### config.mk
export PLATFORM = sky130hd
export DESIGN_NAME = cache_requester
export DESIGN_NICKNAME = d
export VERILOG_FILES = /design/src/rtl/cache_pkg.sv /design/src/rtl/sat_counter.sv /design/src/rtl/cache_requester.sv
export SDC_FILE = /design/constraint.sdc
export NUM_CORES = 1
export LEC_CHECK = 0
export ABC_AREA = 1
export CORE_UTILIZATION = 45
export DETAILED_ROUTE_END_ITERATION = 12
export PLACE_DENSITY = 0.75
export SLEW_MARGIN = 20
export SYNTH_ARGS = -nofsm -noshare
export SYNTH_HDL_FRONTEND = slang
export SYNTH_HIERARCHICAL = 1
export SYNTH_SLANG_ARGS = --single-unit
### constraint.sdc
create_clock -name clk -period 5.6 [get_ports clk]
set_input_delay 1.12 -clock clk [delete_from_list [all_inputs] [get_ports clk]]
set_output_delay 1.12 -clock clk [all_outputs]
set_load 0.02 [all_outputs]
### src/rtl/cache_pkg.sv
// rtl/cache_pkg.sv - shared state encoding and default widths for the cache requester
package cache_pkg;

    localparam int CACHE_ADDR_WIDTH = 12;
    localparam int CACHE_DATA_WIDTH = 16;

    typedef enum logic [2:0] {
        IDLE     = 3'd0,
        LOOKUP   = 3'd1,
        CHECK    = 3'd2,
        MEM_RD   = 3'd3,
        FILL     = 3'd4,
        WR_CACHE = 3'd5,
        WR_MEM   = 3'd6,
        RESP     = 3'd7
    } state_t;

endpackage

### src/rtl/sat_counter.sv
// rtl/sat_counter.sv - event counter that sticks at all-ones instead of wrapping
module sat_counter #(
    parameter int WIDTH = 16
) (
    input  logic             clk,
    input  logic             rst,
    input  logic             inc,
    output logic [WIDTH-1:0] count
);

    always_ff @(posedge clk or posedge rst) begin
        if (rst) begin
            count <= '0;
        end else if (inc && (count != {WIDTH{1'b1}})) begin
            count <= count + WIDTH'(1);
        end
    end

endmodule

### src/rtl/cache_requester.sv
// rtl/cache_requester.sv - CPU-side cache controller: lookup, read-miss fill, write-through
module cache_requester
    import cache_pkg::*;
#(
    parameter int ADDR_WIDTH = CACHE_ADDR_WIDTH,
    parameter int DATA_WIDTH = CACHE_DATA_WIDTH,
    parameter int CNT_WIDTH  = 16
) (
    input  logic                  clk,
    input  logic                  rst,
    input  logic                  req_valid,
    output logic                  req_ready,
    input  logic                  req_write,
    input  logic [ADDR_WIDTH-1:0] req_addr,
    input  logic [DATA_WIDTH-1:0] req_wdata,
    output logic                  resp_valid,
    output logic [DATA_WIDTH-1:0] resp_rdata,
    output logic                  resp_hit,
    output logic [ADDR_WIDTH-1:0] cache_addr,
    output logic [DATA_WIDTH-1:0] cache_wdata,
    output logic                  cache_we,
    output logic                  cache_oe,
    input  logic [DATA_WIDTH-1:0] cache_rdata,
    input  logic                  cache_hit,
    output logic                  mem_req,
    output logic                  mem_we,
    output logic [ADDR_WIDTH-1:0] mem_addr,
    output logic [DATA_WIDTH-1:0] mem_wdata,
    input  logic                  mem_ack,
    input  logic [DATA_WIDTH-1:0] mem_rdata,
    output logic [CNT_WIDTH-1:0]  hit_count,
    output logic [CNT_WIDTH-1:0]  miss_count
);

    state_t                state;
    logic [ADDR_WIDTH-1:0] addr_q;
    logic [DATA_WIDTH-1:0] data_q;
    logic                  hit_inc;
    logic                  miss_inc;

    assign hit_inc  = (state == CHECK) &&  cache_hit;
    assign miss_inc = (state == CHECK) && !cache_hit;

    // Outputs are registered: each transition loads the values the next state drives.
    always_ff @(posedge clk or posedge rst) begin
        if (rst) begin
            state       <= IDLE;
            addr_q      <= '0;
            data_q      <= '0;
            req_ready   <= 1'b0;
            resp_valid  <= 1'b0;
            resp_rdata  <= '0;
            resp_hit    <= 1'b0;
            cache_addr  <= '0;
            cache_wdata <= '0;
            cache_we    <= 1'b0;
            cache_oe    <= 1'b0;
            mem_req     <= 1'b0;
            mem_we      <= 1'b0;
            mem_addr    <= '0;
            mem_wdata   <= '0;
        end else begin
            resp_valid <= 1'b0;
            cache_we   <= 1'b0;
            cache_oe   <= 1'b0;
            case (state)
                IDLE: begin
                    if (req_valid && req_ready) begin
                        addr_q     <= req_addr;
                        data_q     <= req_wdata;
                        req_ready  <= 1'b0;
                        cache_addr <= req_addr;
                        if (req_write) begin
                            cache_we    <= 1'b1;
                            cache_wdata <= req_wdata;
                            state       <= WR_CACHE;
                        end else begin
                            cache_oe <= 1'b1;
                            state    <= LOOKUP;
                        end
                    end else begin
                        req_ready <= 1'b1;
                    end
                end
                LOOKUP: begin
                    state <= CHECK;
                end
                CHECK: begin
                    if (cache_hit) begin
                        data_q     <= cache_rdata;
                        resp_valid <= 1'b1;
                        resp_rdata <= cache_rdata;
                        resp_hit   <= 1'b1;
                        state      <= RESP;
                    end else begin
                        mem_req  <= 1'b1;
                        mem_we   <= 1'b0;
                        mem_addr <= addr_q;
                        state    <= MEM_RD;
                    end
                end
                MEM_RD: begin
                    if (mem_ack) begin
                        data_q      <= mem_rdata;
                        mem_req     <= 1'b0;
                        cache_we    <= 1'b1;
                        cache_addr  <= addr_q;
                        cache_wdata <= mem_rdata;
                        state       <= FILL;
                    end
                end
                FILL: begin
                    resp_valid <= 1'b1;
                    resp_rdata <= data_q;
                    resp_hit   <= 1'b0;
                    state      <= RESP;
                end
                WR_CACHE: begin
                    mem_req   <= 1'b1;
                    mem_we    <= 1'b1;
                    mem_addr  <= addr_q;
                    mem_wdata <= data_q;
                    state     <= WR_MEM;
                end
                WR_MEM: begin
                    if (mem_ack) begin
                        mem_req    <= 1'b0;
                        mem_we     <= 1'b0;
                        resp_valid <= 1'b1;
                        resp_rdata <= '0;
                        resp_hit   <= 1'b0;
                        state      <= RESP;
                    end
                end
                RESP: begin
                    req_ready <= 1'b1;
                    state     <= IDLE;
                end
                default: begin
                    state <= IDLE;
                end
            endcase
        end
    end

    sat_counter #(.WIDTH(CNT_WIDTH)) u_hit_counter (
        .clk   (clk),
        .rst   (rst),
        .inc   (hit_inc),
        .count (hit_count)
    );

    sat_counter #(.WIDTH(CNT_WIDTH)) u_miss_counter (
        .clk   (clk),
        .rst   (rst),
        .inc   (miss_inc),
        .count (miss_count)
    );

endmodule

After elaboration in Yosys (flattened, before gate mapping) --
Cells that the tools add are included.
Operators by class: $add $sub $neg 2, equal/unequal tests 16, muxes and demuxes 38, reductions and logical operators 24
Operators by type and width (count):
- $mux 16 | 6
- $pmux 16 s3 | 2
- $pmux 12 s2 | 2
- $mux 12 | 3
- $add 16x1->16 const B | 2
- $ne 16x16->1 const B | 2
- $pmux 16 s2 | 1
- $pmux 3 s8 | 1
- $mux 3 | 5
- $reduce_and 3->1 | 5
- $eq 3x3->1 const B | 4
- $mux 1 | 12
- $ne 2x2->1 const B | 6
- $pmux 1 s3 | 4
- $reduce_bool 3->1 | 4
- $reduce_and 4->1 | 2
- $eq 3x2->1 const B | 2
- $reduce_bool 2->1 | 3
- $logic_and 1x1->1 | 5
- $pmux 1 s2 | 2
- $reduce_and 2->1 | 2
- $eq 3x1->1 const B | 1
- $logic_not 3->1 | 1
- $ne 2x1->1 const B | 1
- other kinds (2) | 2
Storage, ports and cells: register bits 142, input port bits 66, output and inout port bits 111

Depth between registers and ports, before layout --
word-level depth 4, mapped depth 14, gate-level depth less buffers 13

By module --
Netlist, hierarchy kept.
Modules (own cells, without submodules):
- cache_requester | instances 1, cells each 663, area an instance 5261.3 um2, seq. area each 2752.6 um2
- sat_counter (u_hit_counter) | instances 1, cells each 150, area an instance 1069.8 um2, seq. area each 400.4 um2
- sat_counter (u_miss_counter) | instances 1, cells each 148, area an instance 1003.5 um2, seq. area each 400.4 um2

Least setup slack after synthesis --
No wires, ideal clock.
path type in2reg, start input port cache_hit, end register u_hit_counter.count[13], arrival time 1957 ps, data required time 5487 ps, slack 3530 ps, stages 10, path buffers 1, cell sequence nand2_4 -> buf_2 -> inv_1 -> inv_1 -> nor2_1 -> nand2_1 -> nor2_1 -> nand3_1 -> nand2_1 -> inv_1
On the way: word-level cells in the longest chain between the ends 2
RTL lines:
- start: declaration | line cache_requester.sv:24 | input logic cache_hit,
- $logic_and 1x1->1 | line cache_requester.sv:41 | assign hit_inc = (state == CHECK) && cache_hit;
- net hit_inc | line cache_requester.sv:38 | logic hit_inc;
- $logic_and 1x1->1 | line sat_counter.sv:14 | end else if (inc && (count != {WIDTH{1'b1}})) begin
- end signal: assignment | line sat_counter.sv:15 | count <= count + WIDTH'(1);
- end: declaration | line sat_counter.sv:8 | output logic [WIDTH-1:0] count
The timed path passes the listed nets, and every way through them passes these cells. A chain may end at the register's enable or synchronous reset.

Final worst setup path --
start register u_hit_counter.count[3], end output port hit_count[3]
RTL lines:
- end: declaration | line cache_requester.sv:31 | output logic [CNT_WIDTH-1:0] hit_count,
No word-level cell between the ends.

==> results.sh <==
export IMPL_layout_drive_gt1_share_pct=7.83
export IMPL_cts_num_sinks=142
export IMPL_crit_start="u_hit_counter/count[3]"
export IMPL_synth_edf_count=0
export IMPL_status="completed"
export IMPL_cts_resized=0
export IMPL_rows=46
export IMPL_top_layer="met4"
export IMPL_finalCritPeriodShare_pct=47.8
export IMPL_routedWlPerCell_microns=15.3
export IMPL_cts_reportedPaths_clkPinSlew_ns=0.06
export IMPL_drcViolationCount=0
export IMPL_area_growth_syn_to_layout_pct=32.8
export IMPL_syn_inst=961
export IMPL_hp_class="register to register"
export IMPL_die_area_sq_um=16800
export IMPL_hold_violations=0
export IMPL_synth_area_leaders="dfrtp_1 48%, nand2_1 22%, nand3_1 6.7%"
export IMPL_grt_pass1_wl_microns=33000
export IMPL_fp_dieW_microns=130
export IMPL_hpwl_microns=14400
export IMPL_max_cap_violations=0
export IMPL_die_h_microns=130
export IMPL_cp_start_kind="register"
export IMPL_synthFlopType="dfrtp_1"
export IMPL_whs_ns=0.469
export IMPL_ys_ff_latch=142
export IMPL_power_density_nw_per_um2=544
export IMPL_drt_pass1_iterations=5
export IMPL_antenna_found_initial=0
export IMPL_path_buf_inv=1
export IMPL_cp_data_arrival_time_ns=1.56
export IMPL_finClkSkew_ns=0.0117
export IMPL_synth_async_reset_ratio_pct=100
export IMPL_ys_seq_area_share_pct=48.4
export IMPL_num_antenna_cells=0
export IMPL_via_per_inst=5.15
export IMPL_portBuffers=176
export IMPL_cp_slowest_cell="clkdlybuf4s50_1"
export IMPL_setup_violations=0
export IMPL_ios=177
export IMPL_final_min_clock_period_ns=2.68
export IMPL_grt_pass1_vias=6548
export IMPL_cpPeakStageDelay_ns=0.66
export IMPL_n_fill_cell=1465
export IMPL_ys_warn_count=6
export IMPL_max_slew_worst_pin_slew_ns=0.981
export IMPL_instances_no_fill=1352
export IMPL_critPathCaptureType="output pin"
export IMPL_mappedNetlistNets=1029
export IMPL_htreeDepth=4
export IMPL_grt_overflow=0
export IMPL_place_congestion=0.848
export IMPL_post_cts_buffers=0
export IMPL_synth_most_common_cell="nand2_1"
export IMPL_clk_path_buf_depth=2
export IMPL_cts_root_buf="clkbuf_16"
export IMPL_met3WireLength_microns=1420
export IMPL_via_count=6967
export IMPL_routed_wl_microns=20600
export IMPL_drt_initial_drc_count=482
export IMPL_syn_area_sq_um=7330
export IMPL_drt_met1_wl_microns=9000
export IMPL_max_freq_mhz=374
export IMPL_clk_latency_ns=0.42
export IMPL_synth_distinct_cells=29
export IMPL_stdcell_area_sq_um=9740
export IMPL_cts_tree="done"
export IMPL_synth_area_leader_cell="dfrtp_1"
export IMPL_dp_cells=1320
export IMPL_final_util_pct=61.3
export IMPL_layout_nets=1191
export IMPL_finalMaxSlewViolations=0
export IMPL_synth_top_cell_area_share_pct=48.4
export IMPL_avgSynthCellArea_sq_um=7.63
export IMPL_crit_type="register to output pin"
export IMPL_placed_cell_area_sq_um=9170
export IMPL_p_leak_nw=4.71
export IMPL_hold_start="mem_addr[6]"
export IMPL_worstReg2RegStart="state[0]"
export IMPL_postCtsHoldBufs=0
export IMPL_preCtsSetupSlack_ns=2.62
export IMPL_cp_cell_sequence="clkdlybuf4s50_1"
export IMPL_setup_slack_ns=2.92
export IMPL_core_region_area_sq_um=15900
export IMPL_start_util_pct=46.2
export IMPL_ant_nets=0
export IMPL_rsz0062_at_grt="no"
export IMPL_cp_max_fo=6
export IMPL_setup_tns_final_ns=0
export IMPL_peakVddDrop_mv=0.314
export IMPL_cp_required_ns=4.48
export IMPL_numCtsBuffers=17
export IMPL_dr_wl_met2_microns=9680
export IMPL_track_usage_pct=25.6
export IMPL_cpLargestDelayFamily="buffers and inverters"
export IMPL_maxSlewHeadroom_pct=34.5
export IMPL_finalPower_mw=5.29
export IMPL_synth_commonest_cells="439 x nand2_1, 142 x dfrtp_1, 98 x nand3_1"
export IMPL_grt_start_max_net_pins=84
path summary, 6_finish.rpt:
check,end,slack (ns),cells past startpoint
min in group asynchronous,u_miss_counter/count[13],1.27,2
max in group asynchronous,resp_rdata[5],3.43,3
worst max register to register,u_hit_counter/count[10],3.17,9
worst min register to register,mem_addr[6],0.47,2
worst min-delay path,mem_addr[6],0.47,2
worst max-delay path,hit_count[3],2.92,1
layer usage:
metal	vias to the layer above	GRT usage (%)
met5	-	0
met4	0	10.4
met3	43	5.82
met2	261	40.0
met1	3251	34.5
li1	3412	-
cells by family after synthesis:
kind of cell	Yosys count	synth area share (%)
DFF	142	48.4
AOI/OAI and AO/OA	72	5.89
xor gates and xnor gates	8	0.955
adders and majority gates	2	0.341
buffers and inverters	91	5.83
and+or+nand+nor	646	38.5
placed cells by master (no fill, tap or decap), types with 3 or more instances in the layout:
cell type | Yosys | routed
nand2_1 | 439 | 439
clkdlybuf4s50_1 | 0 | 176
dfrtp_1 | 142 | 142
nand3_1 | 98 | 97
inv_1 | 51 | 50
nor2_1 | 41 | 41
o21ai_0 | 40 | 40
nand4_1 | 27 | 27
clkbuf_16 | 0 | 17
nand2_2 | 13 | 13
o21ai_2 | 13 | 13
o211ai_1 | 9 | 9
nor2_4 | 8 | 8
nor2_2 | 6 | 6
inv_2 | 5 | 5
nand2_4 | 5 | 5
a21oi_1 | 5 | 5
o21ai_1 | 5 | 5
inv_6 | 0 | 4
nand3b_1 | 4 | 4
xnor2_1 | 4 | 4
xor2_1 | 4 | 4
nand3_2 | 2 | 3
clkinv_4 | 0 | 3
sequential cells by signal, indices dropped and copies added (netlist names):
register	cells
cache_wdata	16
data_q	16
mem_wdata	16
resp_rdata	16
u_hit_counter/count	16
u_miss_counter/count	16
addr_q	12
cache_addr	12
mem_addr	12
state	3
cache_oe	1
cache_we	1
mem_req	1
mem_we	1
req_ready	1
resp_hit	1
resp_valid	1
cell type report:
type	count	area (sq um)	share of cell area, %
clock inverters	11	108	1.10
flip-flops and latches	142	3550	36.5
multi-input cells	728	3360	34.5
clock buffers	21	460	4.73
well taps	216	270	2.77
inverters	56	215	2.21
repair buffers	178	1780	18.2
where the power goes:
group          internal, mW  leakage, nW  switching, mW
combinational         0.959         2.64           1.44
clock                 0.639        0.274          0.451
sequential             1.44         1.80          0.364
total                  3.04         4.71           2.26
No activity file was read; power rests on OpenSTA's default activity.
